### config.mk
export PLATFORM = sky130hd
export DESIGN_NAME = ladybird_fetch_flat
export DESIGN_NICKNAME = d
export VERILOG_FILES = /design/src/rtl/ladybird_fetch_pkg.sv /design/src/rtl/ladybird_bus.sv /design/src/rtl/ladybird_sync_fifo.sv /design/src/rtl/ladybird_fetch.sv /design/src/flat_wrapper.sv
export SDC_FILE = /design/constraint.sdc
export NUM_CORES = 1
export LEC_CHECK = 0
export BUFFER_PORTS_ARGS = -buffer_cell sky130_fd_sc_hd__buf_2
export CORE_ASPECT_RATIO = 1.1
export CORE_UTILIZATION = 45
export DETAILED_ROUTE_END_ITERATION = 8
export GPL_ROUTABILITY_DRIVEN = 0
export MAX_ROUTING_LAYER = met4
export PLACE_DENSITY = 0.65
export SETUP_SLACK_MARGIN = 0.05
export SLEW_MARGIN = 20
export SYNTH_ARGS = -nofsm -noshare
export SYNTH_HDL_FRONTEND = slang
export SYNTH_HIERARCHICAL = 1
export SYNTH_SLANG_ARGS = --single-unit
### constraint.sdc
create_clock -name clk -period 4.8 [get_ports clk]
set_input_delay 0.24 -clock clk [delete_from_list [all_inputs] [get_ports clk]]
set_output_delay 0.24 -clock clk [all_outputs]
set_load 0.1 [all_outputs]
### src/rtl/ladybird_fetch_pkg.sv
// Shared configuration for the ladybird core: machine width, fetch entry
// layout and the fetch flush state encoding.
package ladybird_config;

  localparam int XLEN       = 32;
  localparam int INST_BYTES = 4;

  typedef struct packed {
    logic [XLEN-1:0] pc;
    logic [XLEN-1:0] inst;
  } fetch_entry_t;

  // FETCH_DRAIN means stale responses from before a redirect are still in flight.
  typedef enum logic {
    FETCH_RUN   = 1'b0,
    FETCH_DRAIN = 1'b1
  } fetch_state_t;

endpackage

### src/rtl/ladybird_bus.sv
// Instruction/data RAM bus. The primary side issues requests; the secondary
// side grants them and returns read data in order, without backpressure.
interface ladybird_bus;
  import ladybird_config::*;

  logic                  req;
  logic                  gnt;
  logic [XLEN-1:0]       addr;
  logic [INST_BYTES-1:0] wstrb;
  logic [XLEN-1:0]       data;
  logic                  data_gnt;

  modport primary (
    output req, addr, wstrb,
    input  gnt, data, data_gnt
  );

  modport secondary (
    input  req, addr, wstrb,
    output gnt, data, data_gnt
  );

endinterface

### src/rtl/ladybird_sync_fifo.sv
// Synchronous FIFO with registered storage, clear and simultaneous push/pop
// (also when full). DEPTH must be a power of two, at least 2.
module ladybird_sync_fifo #(
  parameter type T     = logic [7:0],
  parameter int  DEPTH = 4
) (
  input  logic                     clk,
  input  logic                     rst,
  input  logic                     clear,
  input  logic                     push,
  input  T                         wdata,
  input  logic                     pop,
  output T                         rdata,
  output logic [$clog2(DEPTH):0]   count,
  output logic                     full,
  output logic                     empty
);

  localparam int AW = $clog2(DEPTH);
  localparam int CW = AW + 1;

  T               mem [DEPTH];
  logic [AW-1:0]  wr_ptr;
  logic [AW-1:0]  rd_ptr;
  logic           do_push;
  logic           do_pop;

  assign empty   = (count == '0);
  assign full    = (count == CW'(DEPTH));
  assign do_pop  = pop & ~empty;
  // A full FIFO still accepts a push when the head leaves in the same cycle.
  assign do_push = push & (~full | do_pop);
  assign rdata   = mem[rd_ptr];

  always_ff @(posedge clk) begin
    if (rst || clear) begin
      wr_ptr <= '0;
      rd_ptr <= '0;
      count  <= '0;
    end else begin
      if (do_push) wr_ptr <= wr_ptr + 1'b1;
      if (do_pop)  rd_ptr <= rd_ptr + 1'b1;
      count <= count + CW'(do_push) - CW'(do_pop);
    end
  end

  always_ff @(posedge clk) begin
    if (do_push && !rst && !clear) mem[wr_ptr] <= wdata;
  end

endmodule

### src/rtl/ladybird_fetch.sv
// Instruction fetch: credit-limited sequential reads on the RAM bus, in-order
// response buffering, and redirect handling that discards in-flight words.
module ladybird_fetch
  import ladybird_config::*;
#(
  parameter logic [XLEN-1:0] INIT_PC         = 32'h0000_0000,
  parameter int              FIFO_DEPTH      = 4,
  parameter int              MAX_OUTSTANDING = 2
) (
  input  logic             clk,
  input  logic             rst,
  ladybird_bus.primary     bus,
  input  logic             redirect,
  input  logic [XLEN-1:0]  redirect_pc,
  output logic             inst_valid,
  output logic [XLEN-1:0]  inst,
  output logic [XLEN-1:0]  inst_pc,
  input  logic             inst_ready
);

  localparam int CW = $clog2(FIFO_DEPTH) + 1;
  localparam int OW = $clog2(MAX_OUTSTANDING + 1);

  // Decode handshake: an entry transfers in any cycle where inst_valid and
  // inst_ready are both high; inst_valid never depends on inst_ready, and the
  // head stays stable until it transfers (a redirect drops it instead).

  logic [XLEN-1:0] pc;
  logic [XLEN-1:0] resp_pc;
  logic [XLEN-1:0] redirect_aligned;
  logic [OW-1:0]   outstanding;
  logic [OW-1:0]   outstanding_nxt;
  logic [OW-1:0]   discard_cnt;
  logic [OW-1:0]   discard_nxt;
  fetch_state_t    state;
  fetch_state_t    state_nxt;

  logic            accept;
  logic            drop;
  logic            push;
  logic            pop;
  logic            credit_ok;
  logic            slot_ok;
  fetch_entry_t    wr_entry;
  fetch_entry_t    head;
  logic [CW-1:0]   count;
  logic            full;
  logic            empty;

  assign redirect_aligned = {redirect_pc[XLEN-1:2], 2'b00};

  // Every accepted request must have a FIFO slot waiting, since the RAM cannot stall.
  assign credit_ok = int'(outstanding) < MAX_OUTSTANDING;
  assign slot_ok   = (int'(outstanding) + int'(count)) < FIFO_DEPTH;

  assign bus.req   = ~rst & ~redirect & credit_ok & slot_ok;
  assign bus.addr  = {pc[XLEN-1:2], 2'b00};
  assign bus.wstrb = '0;

  assign accept = bus.req & bus.gnt;
  assign drop   = bus.data_gnt & (redirect | (state == FETCH_DRAIN));
  assign push   = bus.data_gnt & ~drop;
  assign pop    = inst_valid & inst_ready & ~redirect;

  assign wr_entry.pc   = resp_pc;
  assign wr_entry.inst = bus.data;

  assign outstanding_nxt = outstanding + OW'(accept) - OW'(bus.data_gnt);

  always_ff @(posedge clk) begin
    if (rst) begin
      pc      <= INIT_PC;
      resp_pc <= INIT_PC;
    end else if (redirect) begin
      pc      <= redirect_aligned;
      resp_pc <= redirect_aligned;
    end else begin
      if (accept) pc      <= pc + XLEN'(INST_BYTES);
      if (push)   resp_pc <= resp_pc + XLEN'(INST_BYTES);
    end
  end

  always_ff @(posedge clk) begin
    if (rst) begin
      outstanding <= '0;
      discard_cnt <= '0;
      state       <= FETCH_RUN;
    end else begin
      outstanding <= outstanding_nxt;
      discard_cnt <= discard_nxt;
      state       <= state_nxt;
    end
  end

  always_comb begin
    discard_nxt = discard_cnt;
    state_nxt   = state;
    // At a redirect every response still in flight belongs to the old stream.
    if (redirect) begin
      discard_nxt = outstanding - OW'(bus.data_gnt);
    end else if (bus.data_gnt && (state == FETCH_DRAIN)) begin
      discard_nxt = discard_cnt - 1'b1;
    end
    case (state)
      FETCH_RUN:   if (discard_nxt != '0) state_nxt = FETCH_DRAIN;
      FETCH_DRAIN: if (discard_nxt == '0) state_nxt = FETCH_RUN;
      default:     state_nxt = FETCH_RUN;
    endcase
  end

  ladybird_sync_fifo #(
    .T     (fetch_entry_t),
    .DEPTH (FIFO_DEPTH)
  ) u_fifo (
    .clk   (clk),
    .rst   (rst),
    .clear (redirect),
    .push  (push),
    .wdata (wr_entry),
    .pop   (pop),
    .rdata (head),
    .count (count),
    .full  (full),
    .empty (empty)
  );

  assign inst_valid = ~empty;
  assign inst       = inst_valid ? head.inst : '0;
  assign inst_pc    = inst_valid ? head.pc   : '0;

  a_no_overflow: assert property (@(posedge clk) disable iff (rst)
    !(push && full && !pop && !redirect))
    else $error("fetch buffer overflow");

endmodule

### src/flat_wrapper.sv
// flat-port wrapper written by rule: the top's interface ports become plain ports
module ladybird_fetch_flat import ladybird_config::*;
#(
  parameter logic [XLEN-1:0] INIT_PC         = 32'h0000_0000,
  parameter int              FIFO_DEPTH      = 4,
  parameter int              MAX_OUTSTANDING = 2
)
  (clk, rst, redirect, redirect_pc, inst_valid, inst, inst_pc, inst_ready, bus_req, bus_addr, bus_wstrb, bus_gnt, bus_data, bus_data_gnt);
  ladybird_bus bus_i ();
  input  logic clk;
  input  logic rst;
  input  logic redirect;
  input  logic [XLEN-1:0] redirect_pc;
  output logic inst_valid;
  output logic [XLEN-1:0] inst;
  output logic [XLEN-1:0] inst_pc;
  input  logic inst_ready;
  output wire logic [$bits(bus_i.req)-1:0] bus_req;
  output wire logic [$bits(bus_i.addr)-1:0] bus_addr;
  output wire logic [$bits(bus_i.wstrb)-1:0] bus_wstrb;
  input wire logic [$bits(bus_i.gnt)-1:0] bus_gnt;
  input wire logic [$bits(bus_i.data)-1:0] bus_data;
  input wire logic [$bits(bus_i.data_gnt)-1:0] bus_data_gnt;
  assign bus_req = bus_i.req;
  assign bus_addr = bus_i.addr;
  assign bus_wstrb = bus_i.wstrb;
  assign bus_i.gnt = bus_gnt;
  assign bus_i.data = bus_data;
  assign bus_i.data_gnt = bus_data_gnt;
  ladybird_fetch #(.INIT_PC(INIT_PC), .FIFO_DEPTH(FIFO_DEPTH), .MAX_OUTSTANDING(MAX_OUTSTANDING)) u_core (.clk(clk), .rst(rst), .bus(bus_i), .redirect(redirect), .redirect_pc(redirect_pc), .inst_valid(inst_valid), .inst(inst), .inst_pc(inst_pc), .inst_ready(inst_ready));
endmodule
After elaboration in Yosys (flattened, before gate mapping) --
Memory sizes are Yosys's and may differ from the RTL's. A register that Yosys moved wholly into a read port is not among the register bits. Index checks and enable logic that the tools add are counted.
Storage, ports and cells: register bits 76, bits in writable memories 256, word-level logic and storage cells 70, memories 1
Memories:
- u_core.u_fifo.mem | depth 4, bits a word 64, rd ports 1, clocked after memory_dff 1, wr ports 1, RTL line ladybird_sync_fifo.sv:22 | T mem [DEPTH];
Operators by class: add/sub/neg operators 11, magnitude comparators 2, equal/unequal tests 1, muxes and demuxes 15, bitwise operators 18, reductions and logical operators 12
Operator list (count):
- $mux W32 | 6
- $add A32 B3 Y32 const B | 2
- $lt A32 B4 Y1 const B | 1
- $and A1 B1 Y1 | 10
- $mux W2 | 4
- $not A1 Y1 | 6
- $reduce_bool A2 Y1 | 3
- $add A2 B1 Y2 const B | 2
- $add A2 B3 Y4 | 1
- $mux W1 | 4
- $sub A2 B1 Y2 | 2
- $add A3 B1 Y3 | 1
- $eq A3 B3 Y1 const B | 1
- $logic_and A1 B1 Y1 | 3
- $logic_not A3 Y1 | 1
- $sub A3 B1 Y3 | 1
- $add A2 B1 Y2 | 1
- $logic_not A1 Y1 | 2
- $logic_not A2 Y1 | 1
- $lt A2 B2 Y1 const B | 1
- $or A1 B1 Y1 | 2
- $pmux W1 S2 | 1
- $reduce_or A2 Y1 | 1
- $sub A2 B1 Y2 const B | 1
- $logic_or A1 B1 Y1 | 1

Depth between registers and ports, before layout --
depth after elaboration 11, gate-level depth with buffers 12, depth with buffers taken out 11

By module --
The synthesis kept the hierarchy.
Modules (own cells, without submodules):
- ladybird_sync_fifo | times used 1, cells an instance 381, area each 9785.6 µm², sequential area each 7867.5 µm²
- ladybird_fetch | times used 1, cells an instance 518, area each 4055.1 µm², sequential area each 1301.2 µm²

Worst setup path after synthesis --
OpenSTA, ideal clock, no wires.
path type reg2out, from reg u_core.u_fifo.count[1], to out bus_req, arrival time 3.908 ns, data required time 4.560 ns, path slack 0.652 ns, cell stages (with the launch flop) 4, buffers on the path 0, cells stage by stage dfxtp_1 ha_1 a311o_1 nor4_1
On the way: longest elaborated chain between the ends 3
RTL lines:
- start: declaration | RTL line ladybird_sync_fifo.sv:14 | output logic [$clog2(DEPTH):0] count,
- start signal: assignment | RTL line ladybird_sync_fifo.sv:43 | count <= count + CW'(do_push) - CW'(do_pop);
- $add A2 B3 Y4 | RTL line ladybird_fetch.sv:54 | assign slot_ok = (int'(outstanding) + int'(count)) < FIFO_DEPTH;
- $lt A32 B4 Y1 | RTL line ladybird_fetch.sv:54
- $and A1 B1 Y1 | RTL line ladybird_fetch.sv:56 | assign bus.req = ~rst & ~redirect & credit_ok & slot_ok;
- end: declaration | RTL line flat_wrapper.sv:18 | output wire logic [$bits(bus_i.req)-1:0] bus_req;
Every way passes these cells.

==> results.md <==
* Outcome: finished clean
* CP Buf/Inv Count at 2
* Root Driver: clkbuf_16
* Top Layer Used: met4
* RR Endpoint: u_core/outstanding[1]$_SDFF_PP0_
* TritonCTS buffer count at 31
* CP required at between 4000 and 5000 ps
* Fmax at about 310 MHz
* Synth area leaders: edfxtp_1 (56%), dfxtp_1 (11%), mux4_2 (9.8%), nor2b_1 (3.0%), xnor2_1 (1.8%)
* Vias per cell at between 5 and 6
* DRC at 0
* Min-delay src: redirect_pc[11]
* Htree depth at 1
* First-pass GRT wire length at around 46 mm
* All-Layer GR Usage at a little under a fifth
* Synthesized area at between 10000 and 15000 um2
* Pin count of the biggest net entering global routing at 65
* Initial DRC count at between 500 and 600
* R2R Setup Slk at between 1500 and 2000 ps
* Clock Path Buffers at 3
* Post-CTS Hold Fix Bufs at 43
* Die extent in x at ~170 um
* Synth-to-Final Area Change at 18.8%
* Clock power frac at between 30 and 40%
* Post-route cell area at 16400 um2
* Yosys warning count at 6
* Switching Share at around 24%
* Family with the most delay on the worst path: flip-flops
* # rows at 66
* Dpl hpwl at roughly 18 mm
* Post-synthesis cell type count at 67
* CP max stage delay at between 900 and 1000 ps
* Antenna violations before repair at 0
* WL per Instance at around 19 um
* Hold Crit Class: input port to register
* IO buf count at ~160
* Number of flops mapped to enable cells by yosys at about 260
* DR pass1 iterations at 4
* Fin util at approximately 55%
* Startpoint types: register
* Vias in the first global route at 8278
* Clk sinks at 330
* Max Cap Viol at 0
* Reg2Reg Launch Point: u_core/u_fifo/count[1]$_SDFF_PP0_
* Wire length on met2 at around 14 mm
* Worst reg2reg path depth at 10
* Slew at the pin closest to its max-slew limit at roughly 1200 ps
* Rel. slew slack at 22.3%
* Crit-path cells: buf_4 -> mux4_1 -> nor2b_1 -> buf_2
* I/O Pins at 172
* Ant. Diodes at 0
* Final-report setup violation count at 0
* Hold path cells at 3
* Setup CP Type: register to output pin
* Switching power at 1470 uW
* Main synth FF type: edfxtp_1
* Via count at about 8300
* Gates resized, CTS repair at 0
* Die H at 186 um
* Internal at 4620 uW
* Register area at 9180 um2
* Post-CTS Setup Bufs at 0
* Count of pins over their slew limit at 0
* Initial cell density of the core at 46.3%
* Layout Skew at about 16 ps
* Multi-input logic area at 4300 um2
* Maximum vdd drop at roughly 0.24 mV
* Synth cell count leaders: edfxtp_1 (256), dfxtp_1 (74), nor2b_1 (66), mux4_2 (60), nand2_1 (42)
* Post-route minimum period at 3180 ps
* #FFs+latches synth at 330
* Synth area leader: edfxtp_1
* Met1 WL at 13.2 mm
* Worst-path clk slew at 60 ps
* Max FO, Critical Path at 44
* Final antenna-violating net count at 0
* Yosys top cell area share at between 50% and 60%
* Drt total wl at 29.2 mm
* WHS Endpoint: u_core/resp_pc[11]$_SDFFE_PP0P_
* Clk_lat worst skew at about 550 ps
* Post-Synthesis Cells at ~900
* Lkg Pwr at approximately 0.0057 uW
* Dpl cell area at ~15000 um2
* Final Cycle Share at between 60% and 70%
* Most frequent cell after synthesis: edfxtp_1
* Worst Setup End Kind: output pin
* Core Box Area at ~30000 um2
* Grt ovf at 0
* Logic pwr share at under 10%
* Pwr/cell area at between 300 and 400 nW/um2
* Register area share after synthesis at approximately 66%
* Sequential fraction of design power at a little over half
* Async SR Flop Fraction at 0%
* CTS tree: done
* Avg Cell Area, Syn at between 15 and 20 um2
* RSZ-0062 raised after global routing: no
* Fraction of final layout cells sized beyond drive strength 1 at a little over a quarter
* Setup TNS at 0 ps
* DR WL met3 at 1.73 mm
* Hold Vio Cnt, Final at 0
* Die area at roughly 31000 um2
* Final Net Count at 1194
* Crit path max-delay cell type: dfxtp_4
* CP arrival at between 2000 and 3000 ps
* Fill count at between 2000 and 2500
* Power, Total at between 6000 and 7000 uW
## cells in the final DEF (no fill, tap or decap), types with 21 or more instances in the layout
| cell | Yosys | layout |
|---|---|---|
| edfxtp_1 | 256 | 256 |
| buf_2 | 10 | 163 |
| dfxtp_1 | 74 | 72 |
| nor2b_1 | 66 | 66 |
| mux4_2 | 60 | 60 |
| dlygate4sd3_1 | 0 | 43 |
| nand2_1 | 42 | 42 |
| clkbuf_16 | 0 | 33 |
| a21oi_1 | 29 | 29 |
| xnor2_1 | 28 | 28 |
| inv_1 | 26 | 26 |
| nor2_1 | 26 | 26 |
| nand4_1 | 23 | 23 |
| nand3_1 | 21 | 21 |
| nor3_1 | 22 | 21 |
## power by group through the flow
stage | Combinational, uW | Clock (uW) | Sequential (uW)
6_report | 540 | 2350 | 3200
5_1_grt | 573 | 2510 | 3210
4_1_cts | 542 | 2410 | 3200
3_5_place_dp | 513 | 0 | 3260
3_3_place_gp | 509 | 0 | 3260
2_1_floorplan | 283 | 0 | 3360
## per-stage QoR
step                      hold WS, ps  cells  setup WS, ps
after floorplan                   317    912           652
after global placement            456   1444          1650
after detailed placement          459   1444          1630
after CTS                        1.40   1544          1500
after global routing             40.0   1544          1370
final                            24.8   1544          1620
## area by class of cell
cell class                 instances  share of cell area (%)
tap                              408                    3.11
multi-input combinational        504                    26.2
sequential                       330                    55.8
clock buffer                      46                    5.69
inverter                          26                   0.594
clock inverter                    11                   0.365
timing repair buffer             219                    8.25
## cells by family (layout without fill, tap and decap cells)
family	count (synthesis)	in the layout	synth area share [%]
AOI/OAI and AO/OA	115	115	5.57
xor gates and xnor gates	41	41	2.59
adders and majority gates	12	12	1.14
buffers and inverters	78	302	3.19
DFF	330	330	66.2
muxes	69	69	10.9
other	1	14	0.0271
and+or+nand+nor	253	253	10.3
## worst min-delay path, delay by kind of cell
kind | cells | cell delay, ps
AOI/OAI and AO/OA | 1 | 130
and+or+nand+nor | 1 | 90
buffers and inverters | 1 | 70
## worst max-delay path by stage
stage,from,to,slack [ps],cells past startpoint
final,register,inst[1],1620,4
after global routing,register,inst[1],1370,4
after CTS,register,inst[1],1500,4
after detailed placement,u_core/u_fifo/count[1]$_SDFF_PP0_,u_core/outstanding[1]$_SDFF_PP0_,1630,10
after global placement,u_core/u_fifo/count[1]$_SDFF_PP0_,u_core/outstanding[1]$_SDFF_PP0_,1650,10
after floorplan,u_core/u_fifo/count[1]$_SDFF_PP0_,bus_req,650,3
## state kept, by name, indices dropped and copies added (netlist names), named ones only
name and flops:
u_core/u_fifo/mem 256, u_core/pc 30, u_core/resp_pc 30, u_core/u_fifo/count 3, u_core/discard_cnt 2, u_core/outstanding 2, u_core/u_fifo/rd_ptr 2, u_core/u_fifo/wr_ptr 2
u_core/state 1
## metal layers
| metal | GRT usage [%] | up-vias |
|---|---|---|
| met2 | 30.5 | 261 |
| li1 | - | 3884 |
| met4 | 4.68 | 0 |
| met1 | 26.0 | 4152 |
| met5 | - | - |
| met3 | 2.96 | 43 |
Power figures use the tool's default switching activity.
